### src/rtl/spi_host_master.sv
// Host-side SPI master (mode 0, MSB first, 16-bit words) for the two-chip-select protocol:
// one command frame on spi_cs_cmd, then an optional full-duplex data frame on spi_cs_data.
module spi_host_master #(
   parameter int CLK_DIV = 4,
   parameter int CS_GAP  = 2
) (
   input  logic        clk,
   input  logic        rst_n,
   input  logic        start,
   input  logic [15:0] cmd_word,
   input  logic [7:0]  data_len,
   input  logic [15:0] tx_data,
   output logic        tx_req,
   output logic [15:0] rx_data,
   output logic        rx_valid,
   output logic        busy,
   output logic        done,
   output logic        spi_scl,
   output logic        spi_sdo,
   input  logic        spi_sdi,
   output logic        spi_cs_cmd,
   output logic        spi_cs_data
);

   typedef enum logic [3:0] {
      IDLE, CMD_SETUP, CMD_SHIFT, CMD_HOLD, GAP,
      DATA_SETUP, DATA_SHIFT, DATA_HOLD, DONE
   } state_e;

   localparam logic [15:0] HP_LAST  = 16'(CLK_DIV - 1);
   localparam logic [15:0] GAP_LAST = 16'(CS_GAP - 1);

   state_e      state_q, state_d;
   logic [15:0] cnt_q, cnt_d;
   logic [4:0]  hp_q, hp_d;
   logic        scl_q, scl_d;
   logic [15:0] tx_sh_q, tx_sh_d;
   logic [15:0] rx_sh_q, rx_sh_d;
   logic [15:0] rx_data_q, rx_data_d;
   logic [7:0]  words_q, words_d;
   logic        rx_valid_q, rx_valid_d;
   logic        tx_load;
   logic        hp_tick;

   assign hp_tick = (cnt_q == HP_LAST);

   always_comb begin
      // NOTE: every variable gets its default before the case so no path can infer a latch.
      state_d    = state_q;
      cnt_d      = cnt_q + 16'd1;
      hp_d       = hp_q;
      scl_d      = scl_q;
      tx_sh_d    = tx_sh_q;
      rx_sh_d    = rx_sh_q;
      rx_data_d  = rx_data_q;
      words_d    = words_q;
      rx_valid_d = 1'b0;
      tx_load    = 1'b0;

      unique case (state_q)
         IDLE: begin
            cnt_d = '0;
            if (start) begin
               tx_sh_d = cmd_word;
               words_d = data_len;
               state_d = CMD_SETUP;
            end
         end
         CMD_SETUP: begin
            if (hp_tick) begin
               cnt_d   = '0;
               hp_d    = '0;
               state_d = CMD_SHIFT;
            end
         end
         CMD_SHIFT, DATA_SHIFT: begin
            if (hp_tick) begin
               cnt_d = '0;
               scl_d = ~scl_q;
               hp_d  = hp_q + 5'd1;
               // Rising edge samples the slave; falling edge advances the outgoing word.
               if (!scl_q) begin
                  if (state_q == DATA_SHIFT) rx_sh_d = {rx_sh_q[14:0], spi_sdi};
               end else begin
                  tx_sh_d = {tx_sh_q[14:0], 1'b0};
               end
               if (hp_q == 5'd31) begin
                  if (state_q == CMD_SHIFT) begin
                     state_d = CMD_HOLD;
                  end else begin
                     rx_data_d  = rx_sh_q;
                     rx_valid_d = 1'b1;
                     words_d    = words_q - 8'd1;
                     if (words_q > 8'd1) begin
                        tx_load = 1'b1;
                        tx_sh_d = tx_data;
                     end else begin
                        state_d = DATA_HOLD;
                     end
                  end
               end
            end
         end
         CMD_HOLD: begin
            if (hp_tick) begin
               cnt_d   = '0;
               state_d = (words_q != 8'd0) ? GAP : DONE;
            end
         end
         GAP: begin
            if (cnt_q == GAP_LAST) begin
               cnt_d   = '0;
               state_d = DATA_SETUP;
            end
         end
         DATA_SETUP: begin
            if (cnt_q == 16'd0) begin
               tx_load = 1'b1;
               tx_sh_d = tx_data;
            end
            if (hp_tick) begin
               cnt_d   = '0;
               hp_d    = '0;
               state_d = DATA_SHIFT;
            end
         end
         DATA_HOLD: begin
            if (hp_tick) begin
               cnt_d   = '0;
               state_d = DONE;
            end
         end
         DONE: begin
            cnt_d   = '0;
            state_d = IDLE;
         end
         default: begin
            cnt_d   = '0;
            state_d = IDLE;
         end
      endcase
   end

   always_ff @(posedge clk or negedge rst_n) begin
      if (!rst_n) begin
         state_q    <= IDLE;
         cnt_q      <= '0;
         hp_q       <= '0;
         scl_q      <= 1'b0;
         tx_sh_q    <= '0;
         rx_sh_q    <= '0;
         rx_data_q  <= '0;
         words_q    <= '0;
         rx_valid_q <= 1'b0;
      end else begin
         // NOTE: non-blocking assignments only here, so every register sees pre-edge values.
         state_q    <= state_d;
         cnt_q      <= cnt_d;
         hp_q       <= hp_d;
         scl_q      <= scl_d;
         tx_sh_q    <= tx_sh_d;
         rx_sh_q    <= rx_sh_d;
         rx_data_q  <= rx_data_d;
         words_q    <= words_d;
         rx_valid_q <= rx_valid_d;
      end
   end

   assign spi_cs_cmd  = !(state_q inside {CMD_SETUP, CMD_SHIFT, CMD_HOLD});
   assign spi_cs_data = !(state_q inside {DATA_SETUP, DATA_SHIFT, DATA_HOLD});
   assign spi_scl     = scl_q;
   // The first data bit is presented from tx_data while the shift register is still loading.
   assign spi_sdo     = (spi_cs_cmd && spi_cs_data) ? 1'b0 :
                        (state_q == DATA_SETUP && cnt_q == 16'd0) ? tx_data[15] : tx_sh_q[15];
   assign tx_req      = tx_load;
   assign rx_data     = rx_data_q;
   assign rx_valid    = rx_valid_q;
   assign busy        = (state_q != IDLE) && (state_q != DONE);
   assign done        = (state_q == DONE);

endmodule

### config.mk
export PLATFORM = sky130hd
export DESIGN_NAME = spi_host_master
export DESIGN_NICKNAME = d
export VERILOG_FILES = /design/src/rtl/spi_host_master.sv
export SDC_FILE = /design/constraint.sdc
export NUM_CORES = 1
export LEC_CHECK = 0
export ABC_AREA = 1
export BUFFER_PORTS_ARGS = -buffer_cell sky130_fd_sc_hd__buf_2
export CORE_ASPECT_RATIO = 0.8
export CORE_MARGIN = 2
export CORE_UTILIZATION = 40
export CTS_CLUSTER_SIZE = 28
export DETAILED_ROUTE_END_ITERATION = 8
export GPL_TIMING_DRIVEN = 0
export PLACE_DENSITY = 0.6
export SYNTH_ARGS = -nofsm -noshare
export SYNTH_HDL_FRONTEND = slang
export SYNTH_SLANG_ARGS = --single-unit
### constraint.sdc
create_clock -name clk -period 2.35 [get_ports clk]
set_input_delay 0.47 -clock clk [delete_from_list [all_inputs] [get_ports clk]]
set_output_delay 0.47 -clock clk [all_outputs]
set_load 0.02 [all_outputs]
==> Yosys cells after proc, flatten, opt, wreduce, memory -nomap -nowiden <==
Cells that the tools add are included.
{ "word_totals": {"regBits": 83, "latch_bits": 0, "mem_bits_rw": 0, "romBits": 0, "input_bits": 44, "output_inout_bits": 24, "elab_cells": 106, "memories": 0} }
{ "op_classes": {"addsub": 3, "n_mul": 0, "div": 0, "n_lt_le_gt_ge": 1, "eq_ne": 24, "n_shift": 0, "muxes": 43, "n_bitwise": 2, "n_reduce_logical": 24} }
{ "ops": {"columns": ["op", "count"], "rows": [
  ["16-bit 2-to-1 mux", 9],
  ["16-bit case mux with 3 select lines", 1],
  ["4-bit 2-to-1 mux", 11],
  ["8-bit 2-to-1 mux", 4],
  ["16-bit case mux with 2 select lines", 1],
  ["4-bit case mux with 7 select lines", 1],
  ["2-bit != test (second input constant)", 10],
  ["16-bit by 1-bit adder with 16-bit output (second input constant)", 1],
  ["16-bit by 1-bit equality test with 1-bit output (second input constant)", 1],
  ["16-bit by 2-bit equality test with 1-bit output (second input constant)", 1],
  ["4-bit by 3-bit equality test with 1-bit output (second input constant)", 4],
  ["16-bit logical NOT", 1],
  ["8-bit case mux with 2 select lines", 1],
  ["4-bit AND reduction", 3],
  ["1-bit 2-to-1 mux", 11],
  ["5-bit 2-to-1 mux", 2],
  ["5-bit case mux with 2 select lines", 1],
  ["9-bit AND reduction", 1],
  ["3-bit nonzero test", 3],
  ["4-bit by 2-bit equality test with 1-bit output (second input constant)", 2],
  ["8-bit by 1-bit greater-than comparator with 1-bit output (second input constant)", 1],
  ["8-bit nonzero test", 1],
  ["8-bit by 1-bit subtractor with 8-bit output (second input constant)", 1],
  ["6-bit OR reduction", 1],
  ["other kinds (18)", 24]
]} }

==> Depth between registers and ports, before layout <==
Gate-level depths: netlist of the first run.
{ "depth": {"depth_word": 6, "mapped_depth": 13, "depth_no_buf": 12} }

==> Worst setup path before layout of the first run <==
No wires, ideal clock.
{ "synth_timing": {"path_kind": "reg2out", "start": "reg hp_q[0]", "end": "out tx_req", "t_arrival_ns": 1.783, "required_ns": 1.880, "slack_ns": 0.097, "path_stages_with_launch": 8, "path_buffers": 1, "path_cell_list": "dfrtp_1 ha_1 nand2_1 nor2_1 ha_1 buf_1 inv_1 o31ai_1"} }
{ "synth_between": {"elab_chain_len": 4} }
{ "synth_lines": {"columns": ["element", "line", "rtl"], "rows": [
  ["start, declared", "35", "logic [4:0] hp_q, hp_d;"],
  ["start signal, assigned", "159", "hp_q <= hp_d;"],
  ["5-bit equality test", "87", "if (hp_q == 5'd31) begin"],
  ["1-bit 2-to-1 mux", "87", null],
  ["1-bit 2-to-1 mux", "77", "if (hp_tick) begin"],
  ["1-bit case mux with 2 select lines", "60", "unique case (state_q)"],
  ["end, declared", "13", "output logic tx_req,"]
]} }
No other way between the ends.

==> Worst setup path after layout of the first run <==
Same ends and word-level chain as after synthesis.

==> summary.md, run 1 <==
| Metric | Value |
|---|---|
| Grt total ovfl | `0` |
| Seq cells post-synth | `83` |
| Post-synthesis instance total | `655` |
| Worst-Margin Slew | `0.499 ns` |
| P&R area growth vs syn | `21.4%` |
| DIE WIDTH | `127 um` |
| Worst hold margin | `0.0566 ns` |
| RD Place Congestion | `0.874` |
| Req. time, crit path | `1.88 ns` |
| Syn Nets | `707` |
| Power density over the cells | `512 mW/mm^2` |
| Post-synthesis xor/xnor area fraction | `2.53%` |
| Port bufs | `67` |
| Residual DRC | `0` |
| Synth Area in Compound Gates | `8.50%` |
| Most frequent cells in the layout | `nand2_1 (200), inv_1 (79), dfrtp_1 (79)` |
| Max-Cap Viols | `0` |
| Slew Limit Fails | `0` |
| Crit. End Element | `primary output` |
| Max IR drop VDD | `0.000371 V` |
| Final setup violation count | `0` |
| Clock latency on the worst-skew pair | `0.35 ns` |
| Tcrit/Tclk final | `97.1%` |
| Proportion of layout cells with a drive suffix above 1 | `19.9%` |
| Io pins | `68` |
| CTS tree | `yes` |
| Hold Fails Final Rpt | `0` |
| Status | `complete, no violations` |
| DRT iter0 DRCs | `255` |
| Routed WL | `11,500 um` |
| Crit path max fanout | `4` |
| First-pass GRT wire length | `19,300 um` |
| Post-synthesis simple-gate area fraction | `31.1%` |
| TritonCTS Buffers | `9` |
| Ant diodes | `0` |
| Netlist Area Pre-Place | `0.00484 sq mm` |
| Most common cell after layout, fill and taps aside | `nand2_1` |
| Hold Crit Class | `primary input to asynchronous set/reset pin` |
| Pleak | `3.14 nW` |
| Setup crit start kind | `flip-flop` |
| Fin Setup TNS | `0 ns` |
| CTS Hold Bufs | `0` |
| Sequential area share after synthesis | `42.9%` |
| Clock transition at the registers of the reported paths | `0.07 ns` |
| Initial core utilization | `41.6%` |
| Largest family of logic cells by synthesized area | `simple AND/OR/NAND/NOR gates` |
| Period minus WS final | `2.28 ns` |
| Vias in the first global route | `4,097` |
| H-tree Lvls | `3` |
| Initial antenna violation count | `0` |
| Total number of clock tree sinks | `83` |
| Adder-cell share of the synthesized area | `2.07%` |
| Multiplexer share of the synthesized area | `3.51%` |
| Synth warn | `0` |
| Die span in y | `102 um` |
| Longest Clk Path Bufs | `2` |
| Final nets | `795` |
| Clock root cell | `clkbuf_16` |
| Rows | `35` |
| Clock Skew | `0.00881 ns` |
| Drt pass-1 iters | `5` |
| Detail Placement HPWL | `8400 um` |
| CP arrival | `1.81 ns` |
| Via count | `4,379` |
| Yosys cell types | `34` |
| Core Area | `0.0116 sq mm` |
| Wire per inst | `12.8 um` |
| WS Path Type | `flip-flop to primary output` |
| Relative slew slack | `66.7%` |
| Avg Cell Area, Syn | `7.39 sq um` |
| Vias/cell | `4.89` |
| Largest net degree at the start of global routing | `54` |
| Peak Freq | `438 MHz` |
| Total GRT Usage | `18.3%` |
| Die area | `0.0130 sq mm` |
| Final ANT Viol Nets | `0` |
layout make-up:
class                   count  area, sq um
repair buffers             78          459
plain buffers              23          114
fillers                  1108         5770
clock buffers               9          225
inverters                  90          338
flip-flops and latches     83         2080
clock inverters             7         91.3
multi-input cells         458         2380
well taps                 148          185
power breakdown:
| part | switching [W] | total [W] | internal (W) | leakage [nW] |
|---|---|---|---|---|
| registers | 0 | 0.00143 | 0.00143 | 1.12 |
| logic | 0.0000460 | 0.0000783 | 0.0000323 | 1.87 |
| clock network | 0.000647 | 0.00150 | 0.000857 | 0.154 |
routing by layer:
metal | wire (um) | up-vias | share of wire (%) | track usage (%)
li1 | - | 2268 | - | -
met1 | 5660 | 2020 | 49 | 24.8
met2 | 5230 | 82 | 46 | 29.9
met3 | 442 | 9 | 3.9 | 4.03
met4 | 138 | 0 | 1.2 | 4.99
met5 | 0 | - | 0 | 0
critical path: stages, from the launching register on:
cell and delay (ns):
dfrtp_1 0.41, ha_2 0.21, nand2_1 0.08, nor2_2 0.18
ha_4 0.16, inv_1 0.07, o31ai_4 0.21, buf_6 0.15
timing repair:
action | 4_1_cts | 5_1_grt
hold endpoints to repair | 0 | 0
setup endpoints to repair | 2 | 2
cloned | 0 | 0
buffers inserted | 2 | 8
pin swaps | 2 | 10
resized for setup | 7 | 15
kinds of logic (layout without fill, tap and decap cells):
| kind of cell | count (synthesis) | after routing |
|---|---|---|
| AOI/OAI and AO/OA | 77 | 77 |
| xor gates and xnor gates | 14 | 14 |
| adders and majority gates | 8 | 8 |
| buffers and inverters | 114 | 207 |
| DFF | 83 | 83 |
| muxes | 17 | 17 |
| and+or+nand+nor | 342 | 342 |
stage by stage:
stage | cell area, sq um | util, % | worst slack (ns) | total power (W) | instances
2_1_floorplan | 4840 | - | 0.0969 | 0.00146 | 655
3_3_place_gp | 5360 | 46.0 | -0.0880 | 0.00153 | 870
3_5_place_dp | 5390 | 46.3 | -0.0988 | 0.00154 | 871
4_1_cts | 5750 | 49.4 | -0.00372 | 0.00306 | 888
5_1_grt | 5880 | 50.5 | -0.0174 | 0.00312 | 896
6_report | 5880 | 50.5 | 0.0681 | 0.00301 | 896
registers in the layout, indices dropped and copies added (netlist names):
| signal | flops |
|---|---|
| words_q | 8 |
| cnt_q | 16 |
| tx_sh_q | 16 |
| rx_sh_q | 16 |
| hp_q | 5 |
| state_q | 4 |
| rx_valid | 1 |
| spi_scl | 1 |
| rx_data | 16 |
synth_stat cells:
cell      number  area share, %
a21oi_1        8           0.83
clkbuf_1       9           0.70
nand4_4        1           0.44
a221oi_1       1           0.18
a21boi_0       1           0.16
nand4_1       19            2.5
inv_1         79            6.1
dfrtp_1       83             43
nor3_1         2           0.21
mux2i_1       17            3.5
o31ai_1        1           0.16
nor2_4         3           0.70
xor2_1        12            2.2
nand3_1       51            5.3
buf_6          1           0.23
a211oi_1       1           0.16
buf_2         10            1.0
nand3b_1       2           0.31
nand3_2        5            1.0
nor3_2         2           0.41
buf_1          2           0.16
clkinv_1       1          0.077
nand2_1      202             16
nor2_2         2           0.26
o21ai_0       23            2.4
a21oi_4        1           0.34
nor2_1        48            3.7
inv_2         10           0.78
a31oi_1        3           0.39
xnor2_1        2           0.36
o21ai_1       38            3.9
buf_4          2           0.31
nand2_2        5           0.65
ha_1           8            2.1
path summary, 6_finish.rpt:
| path | start | slack [ns] | end | cells past startpoint |
|---|---|---|---|---|
| setup / recovery | hp_q[0] | 0.07 | tx_req | 7 |
| hold / removal | rst_n | 0.06 | words_q[3] | 1 |
| setup reg to reg | hp_q[0] | 0.19 | tx_sh_q[10] | 11 |
| hold reg to reg | tx_sh_q[15] | 0.49 | tx_sh_q[15] | 2 |
| max in group asynchronous | rst_n | 1.69 | rx_data[4] | 2 |
| min in group clk | spi_sdi | 0.36 | rx_sh_q[0] | 3 |
Note: power is estimated with default switching activity, not from simulation.
==> run 2, diff against run 1 <==
Settings changed: BUFFER_PORTS_ARGS -buffer_cell sky130_fd_sc_hd__buf_2 to -buffer_cell sky130_fd_sc_hd__buf_4.
==> summary.md, run 2 (synthesis gave the netlist of run 1 again) <==
| Metric | Value |
|---|---|
| Status | `complete, no violations (unchanged)` |
| Max-Cap Viols | `0 (unchanged)` |
| Largest net degree at the start of global routing | `84 (was 54)` |
| DR top layer | `met4 (unchanged)` |
| Crit. End Element | `primary output (unchanged)` |
| Clock latency on the worst-skew pair | `0.34 ns (was 0.35 ns)` |
| DIE WIDTH | `127 um (unchanged)` |
| Residual DRC | `0 (unchanged)` |
| DRT iter0 DRCs | `302 (was 255)` |
| M1 wire length | `5780 um (was 5660 um)` |
| Slew Limit Fails | `0 (unchanged)` |
| First-pass GRT wire length | `19,300 um (about the same)` |
| Port bufs | `67 (unchanged)` |
| RD Place Congestion | `0.860 (was 0.874)` |
| Final setup violation count | `0 (unchanged)` |
| H-tree Lvls | `3 (unchanged)` |
| Post-layout util | `51.1% (was 50.5%)` |
| Most frequent cells in the layout | `nand2_1 (202), inv_1 (79), dfrtp_1 (79) (was nand2_1 (200), inv_1 (79), dfrtp_1 (79))` |
| Core Area | `0.0116 sq mm (unchanged)` |
| Tcrit/Tclk final | `96.0% (was 97.1%)` |
| Pleak | `3.14 nW (about the same)` |
| TritonCTS Buffers | `9 (unchanged)` |
| Total number of clock tree sinks | `83 (unchanged)` |
| Ant diodes | `0 (unchanged)` |
| CTS tree | `yes (unchanged)` |
| CP arrival | `1.79 ns (was 1.81 ns)` |
| Met2 Wirelength | `5290 um (was 5230 um)` |
| Rows | `35 (unchanged)` |
| Die area | `0.0130 sq mm (unchanged)` |
| Fillcell total | `1,145 (was 1,108)` |
| Placement Setup Slack | `-0.0715 ns (was -0.0988 ns)` |
| Power density over the cells | `508 mW/mm^2 (was 512 mW/mm^2)` |
| Clock transition at the registers of the reported paths | `0.06 ns (was 0.07 ns)` |
| Period minus WS final | `2.26 ns (was 2.28 ns)` |
| Crit path max fanout | `5 (was 4)` |
| Initial antenna violation count | `0 (unchanged)` |
| Detail Placement HPWL | `8230 um (was 8400 um)` |
| Final worst setup slack | `0.0942 ns (was 0.0681 ns)` |
| Relative slew slack | `28.5% (was 66.7%)` |
| Final nets | `788 (was 795)` |
| Clock Skew | `0.00765 ns (was 0.00881 ns)` |
| Hold Fails Final Rpt | `0 (unchanged)` |
| Worst hold margin | `0.294 ns (was 0.0566 ns)` |
| Drt pass-1 iters | `4 (was 5)` |
| Routed WL | `11,600 um (was 11,500 um)` |
| Vias/cell | `4.90 (was 4.89)` |
| Met3 wire len | `382 um (was 442 um)` |
| Finished Layout Cells | `889 (was 896)` |
| Die span in y | `102 um (unchanged)` |
| Peak Freq | `443 MHz (was 438 MHz)` |
| Worst-Margin Slew | `1.07 ns (was 0.499 ns)` |
| Final ANT Viol Nets | `0 (unchanged)` |
| P&R area growth vs syn | `22.8% (was 21.4%)` |
| Clock root cell | `clkbuf_16 (unchanged)` |
| Io pins | `68 (unchanged)` |
| Initial core utilization | `41.6% (unchanged)` |
| Longest Clk Path Bufs | `2 (unchanged)` |
| Hold Crit Class | `primary input to asynchronous set/reset pin (unchanged)` |
| R2r setup slk | `0.28 ns (was 0.19 ns)` |
| Wire per inst | `13.0 um (was 12.8 um)` |
| Grt total ovfl | `0 (unchanged)` |
| Req. time, crit path | `1.88 ns (about the same)` |
| Setup crit start kind | `flip-flop (unchanged)` |
| WS Path Type | `flip-flop to primary output (unchanged)` |
| Max IR drop VDD | `0.000364 V (was 0.000371 V)` |
| Vias in the first global route | `4,099 (was 4,097)` |
| Fin Setup TNS | `0 ns (unchanged)` |
| Most common cell after layout, fill and taps aside | `nand2_1 (unchanged)` |
| Via count | `4,356 (was 4,379)` |
| Total GRT Usage | `18.2% (was 18.3%)` |
| DP Cell Count | `870 (was 871)` |
| Proportion of layout cells with a drive suffix above 1 | `18.8% (was 19.9%)` |
run 2: cell types whose count changed in the layout (fill, tap and decap cells not counted), sizes merged:
cell      before  now
buf           92   85
clkbuf        18   19
clkinvlp       1    0
run 2: through the flow:
step	power (W)	instance area, sq um
global placement	0.00155	5530
CTS	0.00306	5880
detailed placement	0.00155	5530
floorplan	0.00146	4840
global route	0.00313	5950
finish	0.00302	5950
run 2: area by class of cell:
| class | instances | area (sq um) | area share (%) |
|---|---|---|---|
| Buffer | 23 | 114 | 1.91 |
| Clock buffer | 10 | 239 | 4.02 |
| Clock inverter | 6 | 76.3 | 1.28 |
| Inverter | 90 | 338 | 5.68 |
| Multi-Input combinational cell | 458 | 2380 | 40.0 |
| Sequential cell | 83 | 2080 | 35.0 |
| Tap cell | 148 | 185 | 3.11 |
| Timing Repair Buffer | 71 | 537 | 9.03 |
run 2: worst paths after layout:
| check | endpoint | cells after the start | start |
|---|---|---|---|
| max | tx_req | 8 | words_q[0] |
| min | words_q[7] | 1 | rst_n |
| max reg2reg | tx_sh_q[13] | 11 | hp_q[0] |
| min reg2reg | rx_data[15] | 2 | rx_data[15] |
| max in group asynchronous | cnt_q[7] | 1 | rst_n |
| min in group clk | rx_sh_q[0] | 3 | spi_sdi |
run 2: routing by layer:
layer / global-route usage, % / vias to the layer above
met3: 3.93 / 11
li1: - / 2241
met5: 0 / -
met4: 5.33 / 0
met1: 25.2 / 2034
met2: 29.2 / 70
run 2: power breakdown:
group | leakage (nW) | total, W | switching (W) | internal, W
clock network | 0.156 | 0.00150 | 0.000623 | 0.000876
logic | 1.87 | 0.0000914 | 0.0000448 | 0.0000466
registers | 1.12 | 0.00143 | 0 | 0.00143
total | 3.14 | 0.00302 | 0.000668 | 0.00235
run 2: repair_timing:
item / 4_1_cts / 5_1_grt
pin swaps: 2 / 1
hold buffers: 0 / 0
setup endpoints to repair: 2 / 2
resized for setup: 5 / 13
buffers inserted: 2 / 2
run 2: worst max-delay path, cell delays in order (launching register included):
cell and delay, ns:
dfrtp_1 0.41, inv_1 0.09, ha_2 0.21, nor2_1 0.10, nor2_1 0.06, nand2_2 0.09, nand2_1 0.10, o31ai_4 0.23
buf_6 0.16
==> run 3, diff against run 2 <==
Settings changed: CORE_ASPECT_RATIO 0.8 to 1.2.
==> summary.md, run 3 (synthesis gave the netlist of run 1 again) <==
| Metric | Value |
|---|---|
| Final ANT Viol Nets | `0 (unchanged)` |
| Final nets | `790 (was 788)` |
| Pleak | `3.15 nW (was 3.14 nW)` |
| Stages on the worst setup path | `8 (unchanged)` |
| Clock root cell | `clkbuf_16 (unchanged)` |
| Crit. End Element | `primary output (unchanged)` |
| CP top delay family | `flip-flops (unchanged)` |
| Worst-Margin Slew | `1.06 ns (was 1.07 ns)` |
| Placement Setup Slack | `-0.117 ns (was -0.0715 ns)` |
| Routed WL | `11,700 um (was 11,600 um)` |
| Power density over the cells | `494 mW/mm^2 (was 508 mW/mm^2)` |
| Final worst setup slack | `0.0494 ns (was 0.0942 ns)` |
| Residual DRC | `0 (unchanged)` |
| Grt total ovfl | `0 (unchanged)` |
| Total GRT Usage | `18.5% (was 18.2%)` |
| CP Buf/Inv Count | `2 (unchanged)` |
| Placed cell area | `0.00555 sq mm (was 0.00553 sq mm)` |
| Proportion of layout cells with a drive suffix above 1 | `19.2% (was 18.8%)` |
| Core Area | `0.0119 sq mm (was 0.0116 sq mm)` |
| P&R area growth vs syn | `23.2% (was 22.8%)` |
| CP cell instances | `buf_4 -> ha_1 -> nor2_1 -> nor2_1 -> nand2_2 -> nand2_2 -> o31ai_4 -> buf_4 (was inv_1 -> ha_2 -> nor2_1 -> nor2_1 -> nand2_2 -> nand2_1 -> o31ai_4 -> buf_6)` |
| Detail Placement HPWL | `8230 um (about the same)` |
| Rows | `44 (was 35)` |
| TritonCTS Buffers | `9 (unchanged)` |
| Relative slew slack | `29.0% (was 28.5%)` |
| Vias/cell | `4.83 (was 4.90)` |
| DIE WIDTH | `104 um (was 127 um)` |
| Req. time, crit path | `1.88 ns (about the same)` |
| Via count | `4,368 (was 4,356)` |
| Port bufs | `67 (unchanged)` |
| Max IR drop VDD | `0.000266 V (was 0.000364 V)` |
| Sequential share of power | `48.4% (was 47.3%)` |
| Fillcell total | `1,166 (was 1,145)` |
| RD Place Congestion | `0.866 (was 0.860)` |
| Ant diodes | `0 (unchanged)` |
| R2R depth | `11 (unchanged)` |
| Die span in y | `125 um (was 102 um)` |
| WS Path Type | `flip-flop to primary output (unchanged)` |
| Hold Fails Final Rpt | `0 (unchanged)` |
| Gate power share | `3.1% (was 3.0%)` |
| Net Sw Frac | `24.4% (was 22.1%)` |
| CTS tree | `yes (unchanged)` |
| Clock Skew | `0.00736 ns (was 0.00765 ns)` |
| H-tree Lvls | `3 (unchanged)` |
| Slowest Stage Delay on Critical Path | `0.40 ns (was 0.41 ns)` |
| Fin Setup TNS | `0 ns (unchanged)` |
| Crit path max fanout | `3 (was 5)` |
| Max-Cap Viols | `0 (unchanged)` |
| Clock transition at the registers of the reported paths | `0.07 ns (was 0.06 ns)` |
| Tcrit/Tclk final | `97.9% (was 96.0%)` |
| Most common cell after layout, fill and taps aside | `nand2_1 (unchanged)` |
| Initial core utilization | `40.5% (was 41.6%)` |
| Initial antenna violation count | `0 (unchanged)` |
| CP arrival | `1.83 ns (was 1.79 ns)` |
| Most frequent cells in the layout | `nand2_1 (201), dfrtp_1 (80), inv_1 (79) (was nand2_1 (202), inv_1 (79), dfrtp_1 (79))` |
| Drt pass-1 iters | `6 (was 4)` |
| Psw | `0.000719 W (was 0.000668 W)` |
| Peak Freq | `435 MHz (was 443 MHz)` |
| Period minus WS final | `2.30 ns (was 2.26 ns)` |
| Hold Crit Class | `primary input to asynchronous set/reset pin (unchanged)` |
| Cell internal pwr | `0.00223 W (was 0.00235 W)` |
| Clock latency on the worst-skew pair | `0.35 ns (was 0.34 ns)` |
| First-pass GRT wire length | `19,900 um (was 19,300 um)` |
| Vias in the first global route | `4,349 (was 4,099)` |
| Io pins | `68 (unchanged)` |
| Worst path slowest cell | `dfrtp_1 (unchanged)` |
| Design area | `0.00597 sq mm (was 0.00595 sq mm)` |
| Largest net degree at the start of global routing | `84 (unchanged)` |
| Longest Clk Path Bufs | `2 (unchanged)` |
| Total number of clock tree sinks | `83 (unchanged)` |
| Clock power frac | `48.5% (was 49.7%)` |
| Die area | `0.0130 sq mm (about the same)` |
| Setup crit start kind | `flip-flop (unchanged)` |
| Final setup violation count | `0 (unchanged)` |
| Status | `complete, no violations (unchanged)` |
| Wire per inst | `13.0 um (about the same)` |
| DRT iter0 DRCs | `171 (was 302)` |
| R2r setup slk | `0.28 ns (about the same)` |
| CTS Hold Bufs | `0 (unchanged)` |
| Slew Limit Fails | `0 (unchanged)` |
## run 3: routing by layer
layer  share of wire (%)  GRT usage, %
met1                  45          22.7
met2                  51          32.6
met3                 3.2          3.45
met4                 1.6          6.04
met5                   0             0
## run 3: worst paths after layout
path,start,to
setup / recovery,words_q[0],tx_req
hold / removal,rst_n,cnt_q[13]
setup reg to reg,hp_q[0],tx_sh_q[7]
hold reg to reg,rx_data[15],rx_data[15]
max in group asynchronous,rst_n,state_q[3]
min in group clk,spi_sdi,rx_sh_q[0]
## run 3: through the flow
stage	utilization (%)	std cells	total power, W	hold WS, ns
2_1_floorplan	-	655	0.00146	0.174
3_3_place_gp	46.4	883	0.00155	0.468
3_5_place_dp	46.4	883	0.00155	0.474
4_1_cts	49.3	901	0.00298	0.367
5_1_grt	50.0	904	0.00304	0.390
6_report	50.0	904	0.00295	0.308
## run 3: what timing repair did
| item | CTS | global route |
|---|---|---|
| setup buffers | 3 | 3 |
| pin swaps | 1 | 3 |
| gates resized for setup | 3 | 17 |
| endpoints found under the setup margin | 1 | 2 |
## run 3: worst reg2reg max path: stages, from the launching register on
cell and delay, ns:
dfrtp_1 0.39, ha_2 0.19, nand2_1 0.10, nor2_4 0.13, ha_4 0.16, buf_4 0.18
clkbuf_1 0.38, nand4_1 0.17, nand3_1 0.11, nand2_1 0.05, nand2_1 0.05, nand2_1 0.04
## run 3: layout make-up
cell class	count	area, sq um	area share [%]
inverter	90	338	5.66
clock buffer	9	225	3.77
multi-input combinational	458	2380	39.9
timing repair buffer	73	548	9.18
clock inverter	7	78.8	1.32
buffer	23	116	1.95
sequential	83	2080	34.9
tap	161	201	3.37
## run 3: power by group through the flow
stage                     Clock [W]  Combinational, W  Sequential [W]
final                       0.00143         0.0000922         0.00143
after CTS                   0.00146         0.0000954         0.00143
after floorplan                   0        0.00000753         0.00146
after global placement            0         0.0000944         0.00146
after detailed placement          0         0.0000952         0.00146
after global routing        0.00151          0.000104         0.00143
